`config.mk`:
```
export PLATFORM = sky130hd
export DESIGN_NAME = tdm_demux_1x4
export DESIGN_NICKNAME = d
export VERILOG_FILES = /design/src/rtl/tdm_pkg.sv /design/src/rtl/tdm_slot_counter.sv /design/src/rtl/tdm_demux_1x4.sv
export SDC_FILE = /design/constraint.sdc
export NUM_CORES = 1
export LEC_CHECK = 0
export CORE_AREA = 2 2 41 43
export CTS_CLUSTER_SIZE = 12
export DETAILED_ROUTE_END_ITERATION = 16
export DIE_AREA = 0 0 43 45
export PLACE_DENSITY = 0.64
export SYNTH_ARGS = -nofsm -noshare
export SYNTH_HDL_FRONTEND = slang
export SYNTH_SLANG_ARGS = --single-unit
export TNS_END_PERCENT = 20
```
`constraint.sdc`:
```
create_clock -name clk -period 2.72 [get_ports clk]
set_input_delay 0.544 -clock clk [delete_from_list [all_inputs] [get_ports clk]]
set_output_delay 0.544 -clock clk [all_outputs]
set_load 0.005 [all_outputs]
```
`src/rtl/tdm_pkg.sv`:
```
// tdm_pkg: shared constants and helpers for the TDM mux/demux family
// Holds channel count, slot-index width, last-slot decode and the slot parity function.
package tdm_pkg;
  localparam int N_CH = 4;
  localparam int SW = 3;
  localparam int CW = $clog2(N_CH);
  localparam int PW = 32;
  function automatic logic [SW-1:0] last_slot(input bit par_en);
    return par_en ? SW'(N_CH) : SW'(N_CH - 1);
  endfunction
  function automatic logic [PW-1:0] parity(input logic [N_CH-1:0][PW-1:0] w);
    parity = '0;
    for (int k = 0; k < N_CH; k++) parity ^= w[k];
  endfunction
endpackage

```
`src/rtl/tdm_slot_counter.sv`:
```
// tdm_slot_counter: slot index with sof resync and last-slot wrap
// Ports: clk, rst_n (async, active low), acc (slot accepted), sof (accepted slot is channel 0),
//        slot_idx (current slot), wr_idx (slot the current input lands in),
//        last (slot_idx is the last slot), done (frame completes this cycle).
module tdm_slot_counter
  import tdm_pkg::*;
#(
  parameter logic [SW-1:0] LAST = SW'(N_CH - 1)
) (
  input  logic          clk,
  input  logic          rst_n,
  input  logic          acc,
  input  logic          sof,
  output logic [SW-1:0] slot_idx,
  output logic [SW-1:0] wr_idx,
  output logic          last,
  output logic          done
);
  assign last = slot_idx == LAST;
  assign wr_idx = sof ? '0 : slot_idx;
  // an sof slot is always channel 0, so it can never close a frame
  assign done = acc && !sof && last;
  always_ff @(posedge clk or negedge rst_n)
    if (!rst_n) slot_idx <= '0;
    else if (acc) slot_idx <= sof ? SW'(1) : last ? '0 : slot_idx + SW'(1);
endmodule

```
`src/rtl/tdm_demux_1x4.sv`:
```
// tdm_demux_1x4: serial slot stream to 4-channel frame demultiplexer
// Ports: clk, rst_n (async, active low); in_valid/in_ready/in_data/in_sof slot input;
//        out_valid/out_ready/out_data/out_err registered frame output; slot_idx debug.
// Macro TDM_DEMUX_PARITY_EN: 5-slot frames with slot 4 carrying XOR parity of channels 0..3.
module tdm_demux_1x4
  import tdm_pkg::*;
#(
  parameter int DW = 1
) (
  input  logic            clk,
  input  logic            rst_n,
  input  logic            in_valid,
  output logic            in_ready,
  input  logic [DW-1:0]   in_data,
  input  logic            in_sof,
  output logic            out_valid,
  input  logic            out_ready,
  output logic [4*DW-1:0] out_data,
  output logic            out_err,
  output logic [SW-1:0]   slot_idx
);
`ifdef TDM_DEMUX_PARITY_EN
  localparam bit PAR = 1'b1;
`else
  localparam bit PAR = 1'b0;
`endif
  logic [SW-1:0] wr_idx;
  logic last, done, acc;
  logic [N_CH-1:0][DW-1:0] asm_q, frm;
  assign in_ready = !(last && out_valid && !out_ready);
  assign acc = in_valid && in_ready;
  tdm_slot_counter #(.LAST(last_slot(PAR))) u_cnt (
    .clk(clk), .rst_n(rst_n), .acc(acc), .sof(in_sof),
    .slot_idx(slot_idx), .wr_idx(wr_idx), .last(last), .done(done)
  );
  // frame as it will look after this cycle's slot; the parity slot is not stored
  always_comb begin
    frm = asm_q;
    if (acc && wr_idx < SW'(N_CH)) frm[wr_idx[CW-1:0]] = in_data;
  end
  always_ff @(posedge clk or negedge rst_n)
    if (!rst_n) begin
      asm_q <= '0;
      out_data <= '0;
      out_valid <= 1'b0;
    end else begin
      if (acc) asm_q <= frm;
      if (done) out_data <= frm;
      out_valid <= done || (out_valid && !out_ready);
    end
`ifdef TDM_DEMUX_PARITY_EN
  logic [N_CH-1:0][PW-1:0] pw;
  always_comb for (int k = 0; k < N_CH; k++) pw[k] = PW'(asm_q[k]);
  always_ff @(posedge clk or negedge rst_n)
    if (!rst_n) out_err <= 1'b0;
    else if (done) out_err <= parity(pw) != PW'(in_data);
`else
  assign out_err = 1'b0;
`endif
endmodule

```
## After elaboration in Yosys (flattened, before gate mapping)

Index checks and enable logic that the tools add are counted.
W data, S select, Z words.

| operators by class | value |
|---|---|
| equal/unequal tests | 1 |
| add/subtract/negate cells | 1 |
| mux-type cells | 7 |
| order comparisons | 3 |
| reductions and logical operators | 12 |

Operators by type and width:

| cell | count |
|---|---|
| $mux W3 | 3 |
| $logic_and A1 B1 Y1 | 8 |
| $bwmux W4 | 1 |
| $mux W4 | 1 |
| $add A3 B1 Y3 const B | 1 |
| $eq A3 B2 Y1 const B | 1 |
| $logic_not A1 Y1 | 3 |
| $lt A2 B3 Y1 const B | 1 |
| $lt A3 B3 Y1 const B | 1 |
| $demux W1 S2 | 1 |
| $ge A2 B1 Y1 const B | 1 |
| $logic_or A1 B1 Y1 | 1 |
| $mux W1 | 1 |

| storage, ports and cells | value |
|---|---|
| output and inout port bits | 10 |
| word-level logic and storage cells | 31 |
| input port bits | 6 |
| register bits | 12 |

## Depth between registers and ports, before layout

| depth | value |
|---|---|
| word-level depth | 8 |
| mapped depth | 5 |

## Modules after synthesis

A second synthesis with hierarchy kept.

| unflattened totals | value |
|---|---|
| cells, all modules | 64 |
| area, all modules | 675.6 µm² |

By module, submodules not included:

| module | sequential area each (µm²) | times used | area an instance (µm²) | cells an instance |
|---|---|---|---|---|
| tdm_demux_1x4 | 225.2 | 1 | 496.7 | 46 |
| tdm_slot_counter | 75.1 | 1 | 178.9 | 18 |

## Least setup slack after synthesis

No wires, ideal clock.

| timing path | value |
|---|---|
| path type | flip-flop to flip-flop |
| from | reg u_cnt.slot_idx[0] |
| to | reg out_data[0] |
| setup time | 0.125 ns |
| stages on the path, launching flop included | 6 |
| required time | 2.595 ns |
| arrival | 1.530 ns |
| path slack | 1.065 ns |
| buffers on the path | 0 |
| clock period less this slack | 1.655 ns |
| path through | dfrtp_1 ha_1 nand4bb_2 o211ai_1 mux2_2 mux2_2 |

| between the ends | value |
|---|---|
| longest elaborated chain between the ends | 7 |
| elaborated cells between the ends (all ways) | 17 |
| those cells by class | order compare (3); eq/ne (1); mux (5); reduce/logical (8) |

Ends and longest elaborated chain:

| element | RTL line | source |
|---|---|---|
| start: declaration | tdm_slot_counter.sv:14 | `output logic [SW-1:0] slot_idx,` |
| start signal: assignment | tdm_slot_counter.sv:25 | `else if (acc) slot_idx <= sof ? SW'(1) : last ? '0 : slot_idx + SW'(1);` |
| $eq A3 B2 Y1 (*) | tdm_slot_counter.sv:19 | `assign last = slot_idx == LAST;` |
| $logic_and A1 B1 Y1 (*) (2 in a row) | tdm_demux_1x4.sv:30 | `assign in_ready = !(last && out_valid && !out_ready);` |
| $logic_not A1 Y1 (*) | tdm_demux_1x4.sv:30 |  |
| via in_ready | tdm_demux_1x4.sv:13 | `output logic in_ready,` |
| $logic_and A1 B1 Y1 (*) | tdm_demux_1x4.sv:31 | `assign acc = in_valid && in_ready;` |
| $logic_and A1 B1 Y1, on equally long branches | tdm_demux_1x4.sv:39, tdm_slot_counter.sv:22 |  |
| $mux W4 or $logic_and A1 B1 Y1 (tied branches) | tdm_demux_1x4.sv:39, tdm_slot_counter.sv:22 |  |
| end signal: assignment | tdm_demux_1x4.sv:48 | `if (done) out_data <= frm;` |
| end: declaration | tdm_demux_1x4.sv:18 | `output logic [4*DW-1:0] out_data,` |

Mark *: on every way through the listed nets, which the timed path passes. The rest lies on a longest branch.
A chain may end at the register's enable or synchronous reset.

## Worst setup path after layout

| timing path | value |
|---|---|
| from | in out_ready |
| to | out in_ready |

| between the ends | value |
|---|---|
| longest elaborated chain between the ends | 3 |

Ends and longest elaborated chain:

| element | RTL line | source |
|---|---|---|
| start: declaration | tdm_demux_1x4.sv:17 | `input logic out_ready,` |
| $logic_not A1 Y1 | tdm_demux_1x4.sv:30 |  |
| $logic_and A1 B1 Y1 | tdm_demux_1x4.sv:30 |  |
| $logic_not A1 Y1 | tdm_demux_1x4.sv:30 |  |
| end: declaration | tdm_demux_1x4.sv:13 |  |

Every way passes these cells.

==> run_results.csv <==
group,metric,value,unit
run_status,outcome,"complete, no violations",
synth,yosysTopAreaCell,"dfrtp_1",
die,die_width,43,um
worst_setup_path,slowest_delay,0.47,ns
sta,relSlewSlack,0.661,
place,routabilityCongestion,0.652,
synth,ys_top_cells_by_area,"dfrtp_1, mux2_2, mux2_4",
clock_network,cts.repair.resized,0,
min_path,min_path_type,"reg2reg",
global_routing,met2_usage,0.176,
die,core,1470,um^2
sta,fmax,445,MHz
worst_setup_path,path_cells,"clkdlybuf4s50_1 -> nand4bb_2 -> clkdlybuf4s50_1",
clock_network,hold_buffers,0,
sta,period_share,0.825,
route,post_drt_via_cell_ratio,4.88,
clock_network,cts_tree,"done",
worst_setup_path,critPathLaunch,"out_ready",
synth,syn_inst,45,
die,pin_count,16,
clock_network,cts_buffer_depth,2,
global_routing,grt_pass1_wl,1630,um
sta,setup-tns-final,0,ns
sta,hold_violations,0,
place,portBuffers,14,
synth,yosysWarnings,0,
route,vias,381,
synth,netlist_area,569,um^2
place,numPlacedInstances,74,
min_path,hp-start,"asm_q[1]$_DFFE_PN0N_",
clock_network,cts_htree_levels,1,
sta,report.final.slew_viol_count,0,
synth,ys_ff_latch,12,
global_routing,met1_usage,0.157,
place,hpwl,693,um
worst_setup_path,arrival,1.70,ns
worst_setup_path,start_kind,"input pin",
route,drt-total-wl,946,um
worst_setup_path,end_kind,"output port",
layout,antenna_cells,0,
worst_setup_path,cpMostUsedCell,"clkdlybuf4s50_1",
synth,yosysUniqueCellTypes,19,
synth,synth_compound_area_frac,0.0396,
global_routing,grt_max_degree,13,
synth,synth_xor_area_frac,0,
die,start_util,0.387,
clock_network,root_buffer,"clkbuf_4",
worst_setup_path,critPathKind,"in2out",
global_routing,met3_usage,0.0720,
clock_network,clk_latency,0.27,ns
synth,synth_edf_count,0,
power,powerDensity,744,nW/um^2
sta,clock_skew,0.00395,ns
synth,syn_area_per_cell,12.7,um^2
global_routing,grt_pass1_vias,377,
global_routing,track_usage,0.125,
synth,synthAdderAreaFrac,0.0220,
global_routing,top_usage_layer,"met2",
global_routing,antenna_found_initial,0,
route,wl_per_cell,12.1,um
clock_network,clk_pin_slew,0.07,ns
sta,rsz0062_at_grt,"no",
sta,worst_slew_pin_slew,0.508,ns
synth,synth_top_family_by_area,"simple AND/OR/NAND/NOR gates",
layout,fillCellCount,142,
synth,mappedNetlistNets,52,
synth,yosysSeqAreaShare,0.527,
route,drtIter0Drc,4,
synth,synth_commonest_cells,"dfrtp_1, mux2_2, nand2_1",
global_routing,overflow,0,
layout,fin_cells,78,
route,drc,0,
route,firstDrtPassIters,2,
sta,final.min_clock_period,2.25,ns
die,rows,14,
synth,synth_ff_type,"dfrtp_1",
synth,synth.area.mux_share,0.178,
power,p_leak,0.000334,uW
worst_setup_path,r2r_start,"u_cnt.slot_idx[0]$_DFFE_PN0N_",
die,die-area,1940,um^2
worst_setup_path,worstPathMaxFanout,3,
clock_network,numCtsBuffers,3,
sta,finalSetupViolCount,0,
die,dieHeight,45,um
clock_network,cts.sinks,12,
layout,nets,70,
layout,drive_gt1_frac,0.226,
synth,synthSimpleGateAreaFrac,0.213,
synth,synth_top_area_frac,0.527,
layout,area_growth,33.2,%
route,drtAntennaViolNets,0,
worst_setup_path,worst_path_max_delay_cell,"clkdlybuf4s50_1",
synth,yosysMostFrequentCell,"dfrtp_1",
synth,async_flop_share,1.00,
power,ir_worst_vdd,0.506,mV
clock_network,postCtsSetupBuffers,0,
run,drv_cap,0,
worst_setup_path,required,2.18,ns
## state kept, by name, summed over array words and instances (netlist names)
register,count
out_valid,1
out_data,4
u_cnt.slot_idx,3
asm_q,4
## stage by stage
| stage | setup WS, ns | total power (uW) | hold slack, ns | utilization | area [um^2] |
|---|---|---|---|---|---|
| finish | 0.475 | 564 | 0.492 | 0.515 | 758 |
| global route | 0.433 | 606 | 0.527 | 0.515 | 758 |
| CTS | 0.467 | 573 | 0.497 | 0.515 | 758 |
| detailed placement | 0.478 | 430 | 0.479 | 0.491 | 722 |
| global placement | 0.471 | 428 | 0.475 | 0.491 | 722 |
| floorplan | 1.07 | 343 | 0.248 | - | 569 |
## logic make-up after synthesis
group,Yosys count
other,1
and+or+nand+nor,18
buffers and inverters,1
muxes,8
DFF,12
AOI/OAI and AO/OA,4
adders and majority gates,1
## path summary, 6_finish.rpt
check                                                to  slack (ns)  cells past startpoint
worst min-delay path               asm_q[1]$_DFFE_PN0N_        0.49                      1
worst max register to register  out_data[0]$_DFFE_PN0P_        0.96                      5
min in group asynchronous          asm_q[0]$_DFFE_PN0N_        0.61                      1
worst min register to register     asm_q[1]$_DFFE_PN0N_        0.49                      1
worst max-delay path                           in_ready        0.47                      3
max in group asynchronous          asm_q[1]$_DFFE_PN0N_        1.77                      1
## placed cells by master, fill, tap and decap left out, drive strengths merged, types with 2 or more instances in the layout
cell type      count
nand4b             3
o21ai              3
nor2               2
clkbuf             4
mux2               8
nand2b             2
clkdlybuf4s50     14
dfrtp             12
nand2              4
## critical path, delay by kind of cell
| kind | cells | cell delay (ns) |
|---|---|---|
| buf+inv | 2 | 0.89 |
| simple gates | 1 | 0.26 |
## metal layers
metal / wire length (um) / share of wire / up-vias
met3: 56 / 0.059 / 2
met5: 0 / 0 / -
met4: 12 / 0.013 / 0
met2: 441 / 0.47 / 10
met1: 435 / 0.46 / 176
li1: - / - / 193
## layout make-up
type	count	area, um^2	area share
timing repair buffer	14	140	0.185
multi-input combinational	32	262	0.345
clock buffer	4	36.3	0.0479
sequential	12	300	0.396
tap	16	20.0	0.0264
## where the power goes
part	total [uW]	switching, uW	internal (uW)
Clock	140	58.3	81.3
Combinational	167	50.0	117
Sequential	258	26.2	231
No activity file was read; power rests on OpenSTA's default activity.
